==> config.mk <==
export PLATFORM = sky130hd
export DESIGN_NAME = arbiter_rr_n_flat
export DESIGN_NICKNAME = d
export VERILOG_FILES = /design/src/rtl/arbiter_rr_n_pkg.sv /design/src/rtl/arbiter_rr_n_if.sv /design/src/rtl/arb_rr_pick.sv /design/src/rtl/arbiter_rr_n.sv /design/src/flat_wrapper.sv
export SDC_FILE = /design/constraint.sdc
export NUM_CORES = 1
export LEC_CHECK = 0
export ABC_AREA = 1
export BUFFER_PORTS_ARGS = -buffer_cell sky130_fd_sc_hd__clkbuf_2
export CAP_MARGIN = 20
export CORE_MARGIN = 8
export CORE_UTILIZATION = 56
export CTS_BUF_LIST = sky130_fd_sc_hd__clkbuf_2
export CTS_CLUSTER_SIZE = 8
export DETAILED_ROUTE_END_ITERATION = 8
export PLACE_DENSITY = 0.92
export SYNTH_ARGS = -nofsm -noshare
export SYNTH_HDL_FRONTEND = slang
export SYNTH_SLANG_ARGS = --single-unit
==> constraint.sdc <==
create_clock -name clk -period 2.65 [get_ports clk]
set_input_delay 0.3975 -clock clk [delete_from_list [all_inputs] [get_ports clk]]
set_output_delay 0.3975 -clock clk [all_outputs]
set_load 0.005 [all_outputs]
==> src/rtl/arbiter_rr_n_pkg.sv <==
// rtl/arbiter_rr_n_pkg.sv - shared types, constants and helpers for the N-requester arbiter
package tiny_axi_arb_pkg;

    typedef enum logic {
        ARB_IDLE = 1'b0,
        ARB_BUSY = 1'b1
    } arb_state_t;

    localparam int ARB_MODE_RR    = 0;
    localparam int ARB_MODE_FIXED = 1;

    // Owner index width; a single requester bit still needs one index bit
    function automatic int arb_idxw(input int n);
        return (n <= 2) ? 1 : $clog2(n);
    endfunction

endpackage

==> src/rtl/arbiter_rr_n_if.sv <==
// rtl/arbiter_rr_n_if.sv - request/grant bundle between requesters and the arbiter
interface arbiter_rr_n_if
    import tiny_axi_arb_pkg::*;
#(
    parameter int NREQ = 4
);
    localparam int IDXW = arb_idxw(NREQ);

    logic [NREQ-1:0] req;
    logic            finish;
    logic [NREQ-1:0] gnt;
    logic [NREQ-1:0] sel;
    logic [IDXW-1:0] owner;
    logic            busy;
    logic            timeout;

    modport master (
        output req, finish,
        input  gnt, sel, owner, busy, timeout
    );

    modport slave (
        input  req, finish,
        output gnt, sel, owner, busy, timeout
    );
endinterface

==> src/rtl/arb_rr_pick.sv <==
// rtl/arb_rr_pick.sv - rotating priority encoder: first set request at or after start
module arb_rr_pick #(
    parameter int NREQ = 4,
    parameter int IDXW = 2
) (
    input  logic [NREQ-1:0] req,
    input  logic [IDXW-1:0] start,
    output logic            found,
    output logic [IDXW-1:0] idx
);
    logic [IDXW-1:0] cand;

    // Walk NREQ candidates from start, wrapping by compare since NREQ may not be a power of two
    always_comb begin
        found = 1'b0;
        idx   = '0;
        cand  = start;
        for (int i = 0; i < NREQ; i++) begin
            if (!found && req[cand]) begin
                found = 1'b1;
                idx   = cand;
            end
            cand = (cand == IDXW'(NREQ - 1)) ? '0 : cand + IDXW'(1);
        end
    end
endmodule

==> src/rtl/arbiter_rr_n.sv <==
// rtl/arbiter_rr_n.sv - N-requester tenure arbiter, round-robin or fixed priority, optional timeout
module arbiter_rr_n
    import tiny_axi_arb_pkg::*;
#(
    parameter int NREQ    = 4,
    parameter int MODE    = ARB_MODE_RR,
    parameter int TIMEOUT = 0
) (
    input  logic         clk,
    input  logic         rst_n,
    arbiter_rr_n_if.slave bus
);
    localparam int IDXW = arb_idxw(NREQ);
    localparam int CW   = (TIMEOUT > 0) ? $clog2(TIMEOUT + 1) : 1;

    arb_state_t      state;
    logic [IDXW-1:0] ptr;
    logic [IDXW-1:0] owner_q;
    logic [NREQ-1:0] sel_q;
    logic [NREQ-1:0] gnt_q;

    logic [IDXW-1:0] owner_nxt;
    logic [IDXW-1:0] start;
    logic            found;
    logic [IDXW-1:0] win;
    logic            to_hit;
    logic            release_now;
    logic            grant_now;

    // Slot after the current owner, so a releasing owner is searched last
    assign owner_nxt = (owner_q == IDXW'(NREQ - 1)) ? '0 : owner_q + IDXW'(1);

    assign release_now = (state == ARB_BUSY) && (bus.finish || to_hit);
    assign grant_now   = found && ((state == ARB_IDLE) || release_now);

    // Fixed priority always searches from 0; round-robin from ptr, or owner+1 on release
    assign start = (MODE == ARB_MODE_FIXED) ? '0 :
                   (release_now ? owner_nxt : ptr);

    arb_rr_pick #(
        .NREQ (NREQ),
        .IDXW (IDXW)
    ) u_pick (
        .req   (bus.req),
        .start (start),
        .found (found),
        .idx   (win)
    );

    // Tenure counter: gnt cycle counts as 1; finish takes precedence over a timeout
    generate
        if (TIMEOUT > 0) begin : g_tmo
            logic [CW-1:0] cnt;

            always_ff @(posedge clk or negedge rst_n) begin
                if (!rst_n) begin
                    cnt <= '0;
                end else if (grant_now) begin
                    cnt <= CW'(1);
                end else if (release_now) begin
                    cnt <= '0;
                end else if (state == ARB_BUSY && cnt != CW'(TIMEOUT)) begin
                    cnt <= cnt + CW'(1);
                end
            end

            assign to_hit = (state == ARB_BUSY) && !bus.finish && (cnt == CW'(TIMEOUT));
        end else begin : g_no_tmo
            assign to_hit = 1'b0;
        end
    endgenerate

    // Tenure FSM: registers owner, select and the one-cycle grant pulse
    always_ff @(posedge clk or negedge rst_n) begin
        if (!rst_n) begin
            state   <= ARB_IDLE;
            ptr     <= '0;
            owner_q <= '0;
            sel_q   <= '0;
            gnt_q   <= '0;
        end else begin
            gnt_q <= '0;
            case (state)
                ARB_IDLE: begin
                    if (found) begin
                        state   <= ARB_BUSY;
                        owner_q <= win;
                        sel_q   <= NREQ'(1) << win;
                        gnt_q   <= NREQ'(1) << win;
                    end
                end
                ARB_BUSY: begin
                    if (release_now) begin
                        ptr <= owner_nxt;
                        if (found) begin
                            owner_q <= win;
                            sel_q   <= NREQ'(1) << win;
                            gnt_q   <= NREQ'(1) << win;
                        end else begin
                            state   <= ARB_IDLE;
                            owner_q <= '0;
                            sel_q   <= '0;
                        end
                    end
                end
                default: state <= ARB_IDLE;
            endcase
        end
    end

    assign bus.gnt     = gnt_q;
    assign bus.sel     = sel_q;
    assign bus.owner   = owner_q;
    assign bus.busy    = (state == ARB_BUSY);
    assign bus.timeout = to_hit;
endmodule
==> src/flat_wrapper.sv <==
// flat-port wrapper written by rule: the top's interface ports become plain ports
module arbiter_rr_n_flat import tiny_axi_arb_pkg::*;
#(
    parameter int NREQ    = 4,
    parameter int MODE    = ARB_MODE_RR,
    parameter int TIMEOUT = 0
)
  (clk, rst_n, bus_req, bus_finish, bus_gnt, bus_sel, bus_owner, bus_busy, bus_timeout);
  arbiter_rr_n_if #(.NREQ(NREQ)) bus_i ();
  input  logic clk;
  input  logic rst_n;
  input wire logic [$bits(bus_i.req)-1:0] bus_req;
  input wire logic [$bits(bus_i.finish)-1:0] bus_finish;
  output wire logic [$bits(bus_i.gnt)-1:0] bus_gnt;
  output wire logic [$bits(bus_i.sel)-1:0] bus_sel;
  output wire logic [$bits(bus_i.owner)-1:0] bus_owner;
  output wire logic [$bits(bus_i.busy)-1:0] bus_busy;
  output wire logic [$bits(bus_i.timeout)-1:0] bus_timeout;
  assign bus_i.req = bus_req;
  assign bus_i.finish = bus_finish;
  assign bus_gnt = bus_i.gnt;
  assign bus_sel = bus_i.sel;
  assign bus_owner = bus_i.owner;
  assign bus_busy = bus_i.busy;
  assign bus_timeout = bus_i.timeout;
  arbiter_rr_n #(.NREQ(NREQ), .MODE(MODE), .TIMEOUT(TIMEOUT)) u_core (.clk(clk), .rst_n(rst_n), .bus(bus_i));
endmodule
==> reports/qor.yml <==
synth.cells.most_frequent: "46 x nand2_1, 17 x nand3_1, 15 x inv_1"
synth_top_area_share_pct: 35.3
wl_per_cell_um: 12.0
ys_seq_elements: 13
slowest_delay_ps: 440
cellLeakagePower_nw: 0.620
io_pins: 19
finalNetCount: 155
ff2ff_path_depth: 14
dp_slack_ps: 405
syn_avg_cell_area_um2: 7.32
placed_area_mm2: 0.00101
crit_chain: "ha_1 > nor2_1 > nand2_4 > nand2_4 > nand2_1 > nand2_1 > nand2_1 > nand2_2 > nand3_2 > nand3b_1 > nand2_2 > inv_1 > nand2_1 > nand2_1"
r2r_start: "u_core.bus.owner[0]$_DFFE_PN0P_"
fmax_mhz: 442
cts_root_buf: "clkbuf_2"
synth_top_cell_by_area: "dfrtp_1"
hold-path-endpoint: "u_core.bus.busy$_DFF_PN0_"
crit_path_frequent_cell: "nand2_1"
die_x_um: 56.6
grt_use_total_pct: 13.3
irDropWorstVdd_mv: 0.677
path_buf_inv: 1
initial_utilization_pct: 60.5
coreArea_mm2: 0.00152
routed_wirelength_um: 1950
yosysMostFrequentCell: "nand2_1"
area_growth_pct: 12.6
syn_area_um2: 922
viasPerCell: 5.23
fp.dieH_um: 56.6
drc: 0
synth_flop_cell: "dfrtp_1"
clkPwrFrac_pct: 8.6
grt_setup_unrepaired: "false"
yosysWarnings: 0
htree_levels: 1
crit_family: "simple AND/OR/NAND/NOR gates"
io_buffers: 17
power_density_mw_per_mm2: 1160
setup_tns_ps: 0
synth_enable_flop_cells: 0
hold_viol_final: 0
cts.sinks: 13
grt_pass1_vias: 873
crit_arrival_ps: 2420
hold_depth: 2
cts_tree: "built"
seqPwrFrac_pct: 26.0
drtIter0Drc: 21
setup_slack_ps: 389
cp-end-kind: "flop"
switching_power_uw: 636
worstSetupPathType: "flop to flop"
stdcell_count: 162
grt_pass1_wl_um: 3620
path_max_fanout: 12
grt-ovfl-total: 0
vias: 847
reg2reg_setup_slack_ps: 390
die_area_mm2: 0.00320
slew_viol_final: 0
synth_cell_types: 21
min_period_over_period_pct: 85.3
finalSetupViolations: 0
clk_path_buf_depth: 2
hpwl_um: 1660
finalInstanceArea_mm2: 0.00104
status: "completed"
num_antenna_cells: 0
row_count: 14
hold_class: "primary input to flop"
final_layout_size_suffix_gt1_share_pct: 27.4
clock_skew_ps: 16.3
maxCapViolCount: 0
async_flop_share_pct: 100
dp.cells: 157
hp-start: "bus_finish"
dr.pass1.iters: 4
p_int_uw: 571
period_needed_ps: 2260
critical_path_required_ps: 2810
postLayoutCoreUtil_pct: 68.1
syn_inst: 126
numCtsBuffers: 3
r2r_end: "u_core.bus.sel[3]$_DFFE_PN0P_"
cts_resized: 0
grt_start_max_net_pins: 14
place.gp.congestion: 0.844
cp_slowest_cell: "dfrtp_1"
antenna_found_initial: 0
yosysSeqAreaShare_pct: 35.3
cp-start-kind: "flop"
worstSkewPairLatency_ps: 260
switching_share_pct: 52.7
p_comb_share_pct: 65.4
syn-num-nets: 134
synth.area.top_cells: "dfrtp_1 35%, nand2_1 19%, nand3_1 9.2%"
clk_pin_slew_worst_paths_ps: 140
postRouteAntennaNets: 0
## registers in the layout, summed over array words and instances (netlist names)
| signal | flops |
|---|---|
| u_core.bus.sel | 4 |
| u_core.bus.gnt | 4 |
| u_core.bus.busy | 1 |
| u_core.bus.owner | 2 |
| u_core.ptr | 2 |
## worst max path at each step
stage                                                from                               to  slack [ps]  depth (start not counted)
final                     u_core.bus.owner[0]$_DFFE_PN0P_    u_core.bus.sel[3]$_DFFE_PN0P_         390                         14
after global routing      u_core.bus.owner[0]$_DFFE_PN0P_    u_core.bus.sel[3]$_DFFE_PN0P_         160                         14
after CTS                 u_core.bus.owner[0]$_DFFE_PN0P_    u_core.bus.sel[3]$_DFFE_PN0P_         380                         14
after detailed placement  u_core.bus.owner[0]$_DFFE_PN0P_    u_core.bus.sel[3]$_DFFE_PN0P_         400                         14
after global placement    u_core.bus.owner[0]$_DFFE_PN0P_  u_core.bus.owner[1]$_DFFE_PN0P_         510                         14
after floorplan           u_core.bus.owner[0]$_DFFE_PN0P_    u_core.bus.sel[3]$_DFFE_PN0P_         660                         13
## stage by stage
step,power [mW],hold WS [ps]
after floorplan,0.941,102
after global placement,1.06,299
after CTS,1.21,416
final,1.21,410
after global routing,1.34,415
after detailed placement,1.11,304
## layer usage
| layer | vias to the layer above | track usage [%] | share of wire, % |
|---|---|---|---|
| met2 | 21 | 25.2 | 54 |
| met5 | - | 0 | 0 |
| met3 | 2 | 2.92 | 4.1 |
| li1 | 435 | - | - |
| met4 | 0 | 5.50 | 1.2 |
| met1 | 389 | 13.3 | 41 |
## power by group through the flow
stage          clock, mW  sequential, mW  combinational (mW)
5_1_grt            0.109           0.324               0.907
3_3_place_gp           0           0.314               0.749
4_1_cts            0.105           0.315               0.791
3_5_place_dp           0           0.319               0.787
6_report           0.103           0.314               0.789
2_1_floorplan          0           0.318               0.623
## cell type report
class                           instances  area [um2]
Multi-Input combinational cell         94         509
Fill cell                             117         485
Clock buffer                            4        20.0
Tap cell                               16        20.0
Timing Repair Buffer                   18        95.1
Sequential cell                        13         325
Inverter                               17        68.8
## timing repair
item,4_1_cts,5_1_grt
hold buffers,1,0
hold endpoints to repair,5,0
setup buffers,0,0
## kinds of logic (layout without fill, tap and decap cells)
| kind of cell | count (synthesis) | count (layout) | synth area share [%] |
|---|---|---|---|
| AO/OA/AOI/OAI | 6 | 6 | 5.70 |
| adder cells (fa/ha/maj) | 1 | 1 | 1.36 |
| buffers and inverters | 19 | 39 | 9.50 |
| flip-flops | 13 | 13 | 35.3 |
| other | 1 | 1 | 0.407 |
| AND/OR/NAND/NOR | 86 | 86 | 47.8 |
## cells in the final DEF (no fill, tap or decap), types with 2 or more instances in the layout
master,netlist,layout
nand2_1,46,46
clkbuf_2,0,21
nand3_1,17,17
inv_1,15,15
dfrtp_1,13,13
nand2_2,6,6
nor2_1,4,4
o21ai_0,4,4
nand2_4,3,3
nor2_4,3,3
nand4_1,3,3
o21ai_4,2,2
Note: power is estimated with default switching activity, not from simulation.
